===== src/rtl/enemy_wave_scheduler_if.sv =====
// Signal bundle between the game FSM / arrow bank and the wave scheduler.
interface enemy_wave_scheduler_if #(
  parameter int NUM_ARROWS = 8,
  parameter int SLOT_W = 3,
  parameter int CW = $clog2(NUM_ARROWS + 1)
);
  logic [3:0] state_in;
  logic [CW-1:0] pat_count_in;
  logic [NUM_ARROWS*SLOT_W-1:0] pat_timing_in;
  logic [NUM_ARROWS*2-1:0] pat_dir_in;
  logic [NUM_ARROWS-1:0] arrow_blocked_in;
  logic [NUM_ARROWS-1:0] arrow_hit_in;
  logic [NUM_ARROWS-1:0] spawn_out;
  logic [1:0] spawn_dir_out;
  logic busy_out;
  logic finished_out;
  logic damage_out;
  logic [CW-1:0] damage_count_out;
  logic [CW-1:0] blocked_count_out;

  modport master (
    output state_in, pat_count_in, pat_timing_in,
    output pat_dir_in, arrow_blocked_in, arrow_hit_in,
    input spawn_out, spawn_dir_out, busy_out,
    input finished_out, damage_out,
    input damage_count_out, blocked_count_out
  );

  modport slave (
    input state_in, pat_count_in, pat_timing_in,
    input pat_dir_in, arrow_blocked_in, arrow_hit_in,
    output spawn_out, spawn_dir_out, busy_out,
    output finished_out, damage_out,
    output damage_count_out, blocked_count_out
  );
endinterface


===== src/rtl/enemy_wave_scheduler.sv =====
// Enemy-phase arrow wave: timed spawns, per-arrow resolution, completion.
module enemy_wave_scheduler #(
  parameter int NUM_ARROWS = 8,
  parameter int SLOT_W = 3,
  parameter int TICK_DIV = 32500000,
  parameter logic [3:0] PHASE_STATE = 4'b1000,
  parameter int CW = $clog2(NUM_ARROWS + 1)
) (
  input logic clk,
  input logic rst,
  enemy_wave_scheduler_if.slave bus
);
  localparam int TW = $clog2((2**SLOT_W - 1) * TICK_DIV + 1);
  localparam int TBITS = NUM_ARROWS * SLOT_W;

  typedef enum logic [2:0] {
    IDLE, LOAD, WAIT, SPAWN, DRAIN
  } state_t;

  state_t state, nxt;

  logic [3:0] prev_state;
  logic [TBITS-1:0] timing_q;
  logic [NUM_ARROWS*2-1:0] dir_q;
  logic [CW-1:0] n_q, idx, blk_cnt, dmg_cnt;
  logic [NUM_ARROWS-1:0] need_q, armed, resolved;
  logic [TW-1:0] cnt, target;
  logic finished, damage;

  logic in_phase, phase_start, abort;
  logic tick_done, all_done, do_spawn;
  logic [SLOT_W-1:0] t_cur;
  logic [1:0] d_cur;
  logic [NUM_ARROWS-1:0] onehot, new_blk, new_hit;

  function automatic logic [CW-1:0] eff_count(
    input logic [CW-1:0] c,
    input logic [TBITS-1:0] t
  );
    logic [CW-1:0] n;
    logic stop;
    n = '0;
    stop = 1'b0;
    for (int i = 0; i < NUM_ARROWS; i++) begin
      if (!stop && CW'(i) < c &&
          t[i*SLOT_W +: SLOT_W] != '0)
        n = CW'(i + 1);
      else
        stop = 1'b1;
    end
    return n;
  endfunction

  function automatic logic [NUM_ARROWS-1:0] low_mask(
    input logic [CW-1:0] n
  );
    logic [NUM_ARROWS-1:0] m;
    for (int i = 0; i < NUM_ARROWS; i++)
      m[i] = CW'(i) < n;
    return m;
  endfunction

  function automatic logic [CW-1:0] popcnt(
    input logic [NUM_ARROWS-1:0] v
  );
    logic [CW-1:0] c;
    c = '0;
    for (int i = 0; i < NUM_ARROWS; i++)
      c = c + CW'(v[i]);
    return c;
  endfunction

  function automatic logic [CW-1:0] sat_add(
    input logic [CW-1:0] a,
    input logic [CW-1:0] b,
    input logic [CW-1:0] lim
  );
    logic [CW:0] s;
    s = {1'b0, a} + {1'b0, b};
    return (s > {1'b0, lim}) ? lim : s[CW-1:0];
  endfunction

  assign in_phase = bus.state_in == PHASE_STATE;
  assign phase_start = in_phase &&
                       prev_state != PHASE_STATE;
  assign abort = state != IDLE && !in_phase;

  always_comb begin
    t_cur = '0;
    d_cur = '0;
    onehot = '0;
    for (int i = 0; i < NUM_ARROWS; i++) begin
      if (idx == CW'(i)) begin
        t_cur = timing_q[i*SLOT_W +: SLOT_W];
        d_cur = dir_q[2*i +: 2];
        onehot[i] = 1'b1;
      end
    end
  end

  assign target = TW'(t_cur) * TW'(TICK_DIV);
  assign tick_done = cnt == target - TW'(1);
  assign do_spawn = state == SPAWN && !abort;

  // Shield wins when block and hit arrive together.
  assign new_blk = armed & ~resolved &
                   bus.arrow_blocked_in;
  assign new_hit = armed & ~resolved &
                   bus.arrow_hit_in &
                   ~bus.arrow_blocked_in;
  assign all_done =
    ((resolved | new_blk | new_hit) & need_q) == need_q;

  always_ff @(posedge clk) begin
    if (rst) state <= IDLE;
    else state <= nxt;
  end

  always_comb begin
    nxt = state;
    if (abort) begin
      nxt = IDLE;
    end else begin
      unique case (state)
        IDLE: if (phase_start) nxt = LOAD;
        LOAD: nxt = (n_q == '0) ? DRAIN : WAIT;
        WAIT: if (tick_done) nxt = SPAWN;
        SPAWN:
          nxt = (idx + CW'(1) < n_q) ? WAIT : DRAIN;
        DRAIN: if (all_done) nxt = IDLE;
        default: nxt = IDLE;
      endcase
    end
  end

  always_comb begin
    bus.busy_out = state != IDLE;
    bus.spawn_out = '0;
    bus.spawn_dir_out = '0;
    if (do_spawn) begin
      bus.spawn_out = onehot;
      bus.spawn_dir_out = d_cur;
    end
  end

  assign bus.finished_out = finished;
  assign bus.damage_out = damage;
  assign bus.damage_count_out = dmg_cnt;
  assign bus.blocked_count_out = blk_cnt;

  // Reset leaves prev_state in-phase so a held phase cannot restart.
  always_ff @(posedge clk) begin
    if (rst) begin
      prev_state <= PHASE_STATE;
      timing_q <= '0;
      dir_q <= '0;
      n_q <= '0;
      need_q <= '0;
      armed <= '0;
      resolved <= '0;
      idx <= '0;
      cnt <= '0;
      blk_cnt <= '0;
      dmg_cnt <= '0;
      finished <= 1'b0;
      damage <= 1'b0;
    end else begin
      prev_state <= bus.state_in;
      finished <= 1'b0;
      damage <= 1'b0;
      if (state == IDLE) begin
        if (phase_start) begin
          timing_q <= bus.pat_timing_in;
          dir_q <= bus.pat_dir_in;
          n_q <= eff_count(bus.pat_count_in,
                           bus.pat_timing_in);
          need_q <= low_mask(eff_count(
            bus.pat_count_in, bus.pat_timing_in));
          armed <= '0;
          resolved <= '0;
          blk_cnt <= '0;
          dmg_cnt <= '0;
        end
      end else if (!abort) begin
        resolved <= resolved | new_blk | new_hit;
        blk_cnt <= sat_add(blk_cnt,
                           popcnt(new_blk), n_q);
        dmg_cnt <= sat_add(dmg_cnt,
                           popcnt(new_hit), n_q);
        damage <= |new_hit;
        unique case (state)
          LOAD: begin
            cnt <= '0;
            idx <= '0;
          end
          WAIT: cnt <= cnt + TW'(1);
          SPAWN: begin
            armed <= armed | onehot;
            idx <= idx + CW'(1);
            cnt <= '0;
          end
          DRAIN: if (all_done) finished <= 1'b1;
          default: ;
        endcase
      end
    end
  end
endmodule


===== src/flat_wrapper.sv =====
// flat-port wrapper written by rule: the top's interface ports become plain ports
module enemy_wave_scheduler_flat 
#(
  parameter int NUM_ARROWS = 8,
  parameter int SLOT_W = 3,
  parameter int TICK_DIV = 32500000,
  parameter logic [3:0] PHASE_STATE = 4'b1000,
  parameter int CW = $clog2(NUM_ARROWS + 1)
)
  (clk, rst, bus_state_in, bus_pat_count_in, bus_pat_timing_in, bus_pat_dir_in, bus_arrow_blocked_in, bus_arrow_hit_in, bus_spawn_out, bus_spawn_dir_out, bus_busy_out, bus_finished_out, bus_damage_out, bus_damage_count_out, bus_blocked_count_out);
  enemy_wave_scheduler_if #(.NUM_ARROWS(NUM_ARROWS), .SLOT_W(SLOT_W), .CW(CW)) bus_i ();
  input logic clk;
  input logic rst;
  input wire logic [$bits(bus_i.state_in)-1:0] bus_state_in;
  input wire logic [$bits(bus_i.pat_count_in)-1:0] bus_pat_count_in;
  input wire logic [$bits(bus_i.pat_timing_in)-1:0] bus_pat_timing_in;
  input wire logic [$bits(bus_i.pat_dir_in)-1:0] bus_pat_dir_in;
  input wire logic [$bits(bus_i.arrow_blocked_in)-1:0] bus_arrow_blocked_in;
  input wire logic [$bits(bus_i.arrow_hit_in)-1:0] bus_arrow_hit_in;
  output wire logic [$bits(bus_i.spawn_out)-1:0] bus_spawn_out;
  output wire logic [$bits(bus_i.spawn_dir_out)-1:0] bus_spawn_dir_out;
  output wire logic [$bits(bus_i.busy_out)-1:0] bus_busy_out;
  output wire logic [$bits(bus_i.finished_out)-1:0] bus_finished_out;
  output wire logic [$bits(bus_i.damage_out)-1:0] bus_damage_out;
  output wire logic [$bits(bus_i.damage_count_out)-1:0] bus_damage_count_out;
  output wire logic [$bits(bus_i.blocked_count_out)-1:0] bus_blocked_count_out;
  assign bus_i.state_in = bus_state_in;
  assign bus_i.pat_count_in = bus_pat_count_in;
  assign bus_i.pat_timing_in = bus_pat_timing_in;
  assign bus_i.pat_dir_in = bus_pat_dir_in;
  assign bus_i.arrow_blocked_in = bus_arrow_blocked_in;
  assign bus_i.arrow_hit_in = bus_arrow_hit_in;
  assign bus_spawn_out = bus_i.spawn_out;
  assign bus_spawn_dir_out = bus_i.spawn_dir_out;
  assign bus_busy_out = bus_i.busy_out;
  assign bus_finished_out = bus_i.finished_out;
  assign bus_damage_out = bus_i.damage_out;
  assign bus_damage_count_out = bus_i.damage_count_out;
  assign bus_blocked_count_out = bus_i.blocked_count_out;
  enemy_wave_scheduler #(.NUM_ARROWS(NUM_ARROWS), .SLOT_W(SLOT_W), .TICK_DIV(TICK_DIV), .PHASE_STATE(PHASE_STATE), .CW(CW)) u_core (.clk(clk), .rst(rst), .bus(bus_i));
endmodule

===== config.mk =====
export PLATFORM = sky130hd
export DESIGN_NAME = enemy_wave_scheduler_flat
export DESIGN_NICKNAME = d
export VERILOG_FILES = /design/src/rtl/enemy_wave_scheduler_if.sv /design/src/rtl/enemy_wave_scheduler.sv /design/src/flat_wrapper.sv
export SDC_FILE = /design/constraint.sdc
export NUM_CORES = 1
export LEC_CHECK = 0
export BUFFER_PORTS_ARGS = -buffer_cell sky130_fd_sc_hd__clkbuf_2
export CAP_MARGIN = 20
export CORE_ASPECT_RATIO = 1.5
export CORE_MARGIN = 2
export CORE_UTILIZATION = 37
export DETAILED_ROUTE_END_ITERATION = 10
export GPL_TIMING_DRIVEN = 1
export PLACE_DENSITY = 0.52
export SLEW_MARGIN = 25
export SYNTH_ARGS = -nofsm -noshare
export SYNTH_HDL_FRONTEND = slang
export SYNTH_SLANG_ARGS = --single-unit

===== constraint.sdc =====
create_clock -name clk -period 11.6 [get_ports clk]
set_clock_uncertainty 0.1 [all_clocks]
set_input_delay 0.58 -clock clk [delete_from_list [all_inputs] [get_ports clk]]
set_output_delay 0.58 -clock clk [all_outputs]
set_load 0.02 [all_outputs]

# Word level (Yosys, flattened, before mapping)

Cells that the tools add are included.

Input bits: 66
Register bits: 117
Logic and storage cells: 225

Add/sub/neg operators: 19
Mux-type cells: 87
$mul: 1
Bitwise logic cells: 13
Reduce and logical (&&, ||, !) cells: 53
Equal/unequal tests: 19
Magnitude comparators: 19

Operators with widths:

| kind                                                                  | count |
|---|---|
| 8-bit two-way mux                                                     | 7 |
| 28-bit one-hot mux with 2 select lines                                | 1 |
| 3-bit two-way mux                                                     | 17 |
| 4-bit by 1-bit adder with 4-bit output                                | 12 |
| 4-bit two-way mux                                                     | 11 |
| 8-bit AND                                                             | 5 |
| 1-bit two-way mux                                                     | 38 |
| 3-bit by 4-bit < comparator with 1-bit output, first input constant   | 8 |
| 28-bit by 1-bit adder with 28-bit output, second input constant       | 1 |
| 28-bit equality test                                                  | 1 |
| 28-bit by 1-bit subtractor with 28-bit output, second input constant  | 1 |
| 3-bit nonzero test                                                    | 9 |
| 8-bit bitwise OR                                                      | 3 |
| 3-bit by 20-bit multiplier with 23-bit output, second input constant  | 1 |
| 2-bit two-way mux                                                     | 11 |
| 1-bit logical AND                                                     | 18 |
| 4-bit by 3-bit equality test with 1-bit output, second input constant | 4 |
| 1-bit by 4-bit < comparator with 1-bit output, first input constant   | 4 |
| 2-bit by 4-bit < comparator with 1-bit output, first input constant   | 4 |
| 8-bit inverter                                                        | 2 |
| 3-bit one-hot mux with 5 select lines                                 | 1 |
| 3-bit AND reduction                                                   | 4 |
| 4-bit by 4-bit adder with 5-bit output                                | 2 |
| 5-bit by 4-bit greater-than comparator with 1-bit output              | 2 |
| other kinds (24)                                                      | 44 |

# Logic depth before layout (Yosys ltp)

Word-level depth: 56
Gate-level depth with buffers: 21
Depth with buffers taken out: 20

# Worst setup path before layout

Ideal clock, no wire load.

Path type: input -> register
Start: input bus_arrow_hit_in[0]
End: register u_core.dmg_cnt[3], in the netlist u_core.bus.damage_count_out[3]
Setup slack: 6.118 ns
Arrival time: 5.249 ns
Stages: 19
Library setup time: 0.132 ns
Cell sequence: nor4bb_1 -> inv_1 -> ha_1 -> inv_1 -> fa_1 -> fa_1 -> inv_1 -> fa_1 -> fa_1 -> ha_1 -> a21o_1 -> a21oi_1 -> xnor2_1 -> ha_1 -> and4_1 -> o21ai_1 -> mux2_2 -> nand2_1 -> a21oi_1

Longest elaborated chain between the ends: 14

RTL lines:

| element                                                  | line                        | text |
|---|---|---|
| start: declaration                                       | flat_wrapper.sv:19          | `input wire logic [$bits(bus_i.arrow_hit_in)-1:0] bus_arrow_hit_in;` |
| 8-bit AND *                                              | enemy_wave_scheduler.sv:108 | `assign new_hit = armed & ~resolved &` |
| 8-bit AND *                                              | enemy_wave_scheduler.sv:109 | `bus.arrow_hit_in &` |
| 1-bit by 1-bit adder with 2-bit output *                 | enemy_wave_scheduler.sv:69  | `c = c + CW'(v[i]);` |
| 4-bit by 1-bit adder with 4-bit output * (6 in series)   | enemy_wave_scheduler.sv:69  |  |
| 4-bit by 4-bit adder with 5-bit output *                 | enemy_wave_scheduler.sv:79  | `s = {1'b0, a} + {1'b0, b};` |
| 5-bit by 4-bit greater-than comparator with 1-bit output | enemy_wave_scheduler.sv:80  | `return (s > {1'b0, lim}) ? lim : s[CW-1:0];` |
| 4-bit two-way mux *                                      | enemy_wave_scheduler.sv:80  |  |
| 4-bit two-way mux *                                      | enemy_wave_scheduler.sv:184 | `end else if (!abort) begin` |
| 4-bit two-way mux *                                      | enemy_wave_scheduler.sv:171 | `if (state == IDLE) begin` |
| end signal: assignment                                   | enemy_wave_scheduler.sv:188 | `dmg_cnt <= sat_add(dmg_cnt,` |
| end: declaration                                         | enemy_wave_scheduler.sv:25  | `logic [CW-1:0] n_q, idx, blk_cnt, dmg_cnt;` |

Every way passes the cells marked *; elsewhere a longest branch is shown, timed or not. The select of a mux whose other input is x is not followed.
A chain may end at the register's enable or synchronous reset.

# Worst setup path in the final report

Start: register u_core.idx[0]
End: register u_core.state[0]

Longest elaborated chain between the ends: 14

RTL lines:

| element                                                             | line                        | text |
|---|---|---|
| start: declaration                                                  | enemy_wave_scheduler.sv:25  |  |
| start signal: assignment                                            | enemy_wave_scheduler.sv:199 | `idx <= idx + CW'(1);` |
| 4-bit zero test                                                     | enemy_wave_scheduler.sv:93  | `if (idx == CW'(i)) begin` |
| 3-bit two-way mux (7 in series)                                     | enemy_wave_scheduler.sv:93  |  |
| 3-bit two-way mux *                                                 | enemy_wave_scheduler.sv:93  |  |
| 3-bit by 20-bit multiplier with 23-bit output *                     | enemy_wave_scheduler.sv:101 | `assign target = TW'(t_cur) * TW'(TICK_DIV);` |
| 28-bit by 1-bit subtractor with 28-bit output *                     | enemy_wave_scheduler.sv:102 | `assign tick_done = cnt == target - TW'(1);` |
| 28-bit equality test *                                              | enemy_wave_scheduler.sv:102 |  |
| 2-bit by 1-bit inequality test with 1-bit output (no source line) * | --                          |  |
| 3-bit AND reduction (no source line) *                              | --                          |  |
| end signal: assignment                                              | enemy_wave_scheduler.sv:116 | `else state <= nxt;` |
| end: declaration                                                    | enemy_wave_scheduler.sv:20  | `state_t state, nxt;` |

Every way passes the cells marked *; elsewhere a longest branch is shown, timed or not.

==> results.py <==
metrics = {
    "critical_path": {
        "timing.rr.end": "u_core.state[0]$_SDFFE_PP0P_",
        "slowest_delay_ps": 590,
        "r2r_start": "u_core.idx[0]$_SDFFE_PP0P_",
        "crit_path_frequent_cell": "fa_1",
        "critPathTopFamily": "adder cells",
        "critPathRequiredTime_ps": 11800,
        "end_kind": "flop",
        "crit_type": "reg2reg",
        "critPathArrivalTime_ps": 6240,
        "crit_fanout": 20,
        "path_cells": "ha_1, or3_1, a221oi_1, nor2_1, o21ai_0, inv_1, fa_1, inv_1, fa_1, fa_1, or4_1, a21oi_1, a311o_1, nand3_1, or4_4, and3_4, o2111ai_2, o31ai_2",
        "rr_worst_depth": 18,
        "cpMaxStageDelayCell": "fa_1",
        "rrSetupSlack_ps": 5560,
        "cp_num_buf_inv": 2,
        "start_kind": "flop",
    },
    "synthesis": {
        "synth_cell_type_count": 83,
        "synth_ff_type": "dfxtp_1",
        "synthCells": 951,
        "yosysWarnings": 0,
        "netlist_area_um2": 7575,
        "syn_area_per_cell_um2": 7.965,
        "synth-seq-cells": 116,
        "syn_nets": 1079,
        "synth-async-reset-ratio": 0,
        "seq_area_frac_synth": 0.3066,
        "synth-edff-count": 0,
    },
    "outcome": {
        "status": "finished clean",
    },
    "routing": {
        "wl_mm": 21.79,
        "dr.pass1.iters": 5,
        "drt_iter0_drc": 383,
        "wl_per_cell_um": 16.84,
        "vias": 6919,
        "ant_nets": 0,
        "drc": 0,
        "via_per_inst": 5.347,
    },
    "final_layout": {
        "final_area_um2": 8838,
        "seqCellArea_um2": 2322,
        "layout_common_cells": "140 x nand2_1, 116 x dfxtp_1, 102 x a21oi_1, 85 x clkbuf_2, 83 x nor2_1",
        "final_common_cell": "nand2_1",
        "multi_input_comb_area_um2": 4942,
        "nets": 1145,
        "diodes": 0,
        "n_fill_cell": 2101,
        "final_core_util": 0.4363,
        "drive_gt1_frac": 0.1427,
        "syn_to_final_growth_pct": 16.68,
    },
    "power_and_ir_drop": {
        "seq_power_share": 0.381,
        "swShare": 0.2430,
        "p_per_area_nw_per_um2": 120.2,
        "total_power_w": 0.001063,
        "power_frac_clock": 0.544,
        "ir_drop_mv": 0.1111,
        "p_sw_w": 0.0002582,
        "power.leakage_nw": 3.473,
        "p_comb_frac": 0.074,
        "p_int_w": 0.0008044,
    },
    "timing": {
        "min_period_over_period": 0.5207,
        "setup_viol_count_final": 0,
        "layout_min_cycle_time_ps": 6041,
        "drv_slew": 0,
        "rsz0062_at_grt": "false",
        "hold_viol": 0,
        "max_freq_mhz": 165.5,
        "fin_tns_setup_ps": 0,
        "maxSlewHeadroom": 0.3848,
        "tightest_slew_ps": 922.9,
    },
    "run": {
        "maxCapViolations": 0,
    },
    "clock_tree": {
        "cts_setup_buffers": 0,
        "worst_skew_pair.late_latency_ps": 420,
        "numCtsBuffers": 17,
        "cts_hold_buffers": 0,
        "htreeDepth": 4,
        "cts_tree": "yes",
        "clock_sinks": 116,
        "cts_buffer_depth": 2,
        "ctsResizeCount": 0,
        "cts.clk_slew.worst_paths_ps": 60,
        "cts_root_buf": "clkbuf_16",
    },
    "global_routing": {
        "grt_antenna_before_repair": 0,
        "overflow": 0,
        "grt_pass1_vias": 6841,
        "grt_max_degree": 74,
        "gr-usage-all-layers": 0.2050,
        "grt_pass1_wl_mm": 34.98,
    },
    "floorplanning": {
        "start_util": 0.3739,
        "die_w_um": 120.8,
        "core_area_um2": 20260,
        "fp.dieH_um": 179.2,
        "dieArea_um2": 21660,
        "num_rows": 64,
        "io_pins": 87,
    },
    "hold_path": {
        "hp-start": "bus_pat_dir_in[3]",
        "min_to": "u_core.dir_q[3]$_SDFFE_PP0P_",
        "holdCritPathClass": "in2reg",
        "hold_depth": 3,
    },
    "placement": {
        "post_dp_cell_area_um2": 8192,
        "gp_congestion": 0.8819,
        "numPortBuffers": 86,
        "dp_hpwl_mm": 16.30,
    },
}
[power by group through the flow]
stage / logic, W / clock network [W] / registers (W)
after floorplan: 0.0000521 / 0 / 0.000413
after global placement: 0.0000792 / 0 / 0.000414
after detailed placement: 0.0000789 / 0 / 0.000414
after CTS: 0.0000793 / 0.000588 / 0.000405
after global routing: 0.0000869 / 0.000605 / 0.000405
final: 0.0000789 / 0.000578 / 0.000405
[worst register-to-register path, cell delays in order, from the launching register on]
cell and delay [ps]:
dfxtp_1 370, ha_1 480, or3_1 450, a221oi_1 310, nor2_1 140, o21ai_0 450
inv_1 260, fa_1 590, inv_1 130, fa_1 460, fa_1 490, or4_1 430
a21oi_1 130, a311o_1 170, nand3_1 80, or4_4 430, and3_4 190, o2111ai_2 190
o31ai_2 70
[layout make-up]
type                            instances  area share
Clock buffer                           18     0.04969
Inverter                               38     0.01614
Tap cell                              264     0.03737
Multi-Input combinational cell        754      0.5592
Clock inverter                         14     0.02279
Sequential cell                       116      0.2627
Timing Repair Buffer                   90     0.05210
[cell families (layout without fill, tap and decap cells)]
| kind of cell | count (synthesis) | count (layout) | share of synthesized area |
|---|---|---|---|
| XOR/XNOR | 50 | 50 | 0.05781 |
| AO/OA/AOI/OAI | 219 | 219 | 0.1860 |
| flip-flops | 116 | 116 | 0.3066 |
| AND/OR/NAND/NOR | 415 | 415 | 0.2780 |
| adder cells (fa/ha/maj) | 62 | 62 | 0.1173 |
| multiplexers | 8 | 8 | 0.01173 |
| buffers and inverters | 81 | 160 | 0.04262 |
[worst max-delay path by stage]
stage	end	startpoint	cells past startpoint	slack (ps)
final	u_core.state[0]$_SDFFE_PP0P_	u_core.idx[0]$_SDFFE_PP0P_	18	5560
after detailed placement	u_core.state[0]$_SDFFE_PP0P_	u_core.idx[0]$_SDFFE_PP0P_	18	5560
after CTS	u_core.state[0]$_SDFFE_PP0P_	u_core.idx[0]$_SDFFE_PP0P_	18	5560
after global placement	u_core.state[0]$_SDFFE_PP0P_	u_core.idx[0]$_SDFFE_PP0P_	18	5710
after global routing	u_core.state[0]$_SDFFE_PP0P_	u_core.idx[0]$_SDFFE_PP0P_	18	5110
after floorplan	u_core.bus.damage_count_out[3]$_SDFFE_PP0P_	bus_arrow_hit_in[0]	19	6120
[synthesized netlist by cell type (6+ instances only)]
master    instances  share of area
xnor2_1          26          0.030
and4_1            6         0.0069
and2_1            7         0.0058
xor2_1           24          0.028
nand2b_1         13          0.011
nor2_1           83          0.041
o21a_1           14          0.014
ha_1             47          0.078
nor3_1           29          0.019
a211oi_1          8         0.0079
fa_1             15          0.040
a21oi_1         102          0.067
mux2_2            7          0.010
clkbuf_1         31          0.015
or3_1             9         0.0074
nand4_1          11         0.0091
inv_1            38          0.019
nand2_1         140          0.069
buf_2             6         0.0040
nand3b_1         21          0.021
dfxtp_1         116           0.31
nand3_1          28          0.018
nor4_1            8         0.0066
a21o_1            6         0.0059
nor2b_1          22          0.018
o21ai_0          31          0.020
[routing by layer]
metal	share of wire	wire, um	GRT usage	vias to the layer above
met5	0	0	0	-
met4	0.017	377	0.06541	0
met3	0.027	599	0.03244	24
met2	0.55	11900	0.3895	123
met1	0.41	8911	0.2301	3277
li1	-	-	-	3495
[metrics by stage]
step                hold WS, ps  setup WS, ps  std cells
finish                    280.4          5559       1294
global placement          345.8          5713       1262
CTS                       269.5          5557       1294
floorplan                 331.5          6118        951
global route              285.2          5112       1294
detailed placement        350.0          5560       1262
[registers in the layout (all words and copies together), names as in the netlist]
signal                        flops
u_core.prev_state                 4
u_core.bus.damage_count_out       4
u_core.n_q                        4
u_core.timing_q                  24
u_core.bus.finished_out           1
u_core.dir_q                     16
u_core.resolved                   8
u_core.bus.damage_out             1
u_core.cnt                       28
u_core.bus.blocked_count_out      4
u_core.idx                        4
u_core.need_q                     7
u_core.state                      3
u_core.armed                      8
Note: power is estimated with default switching activity, not from simulation.
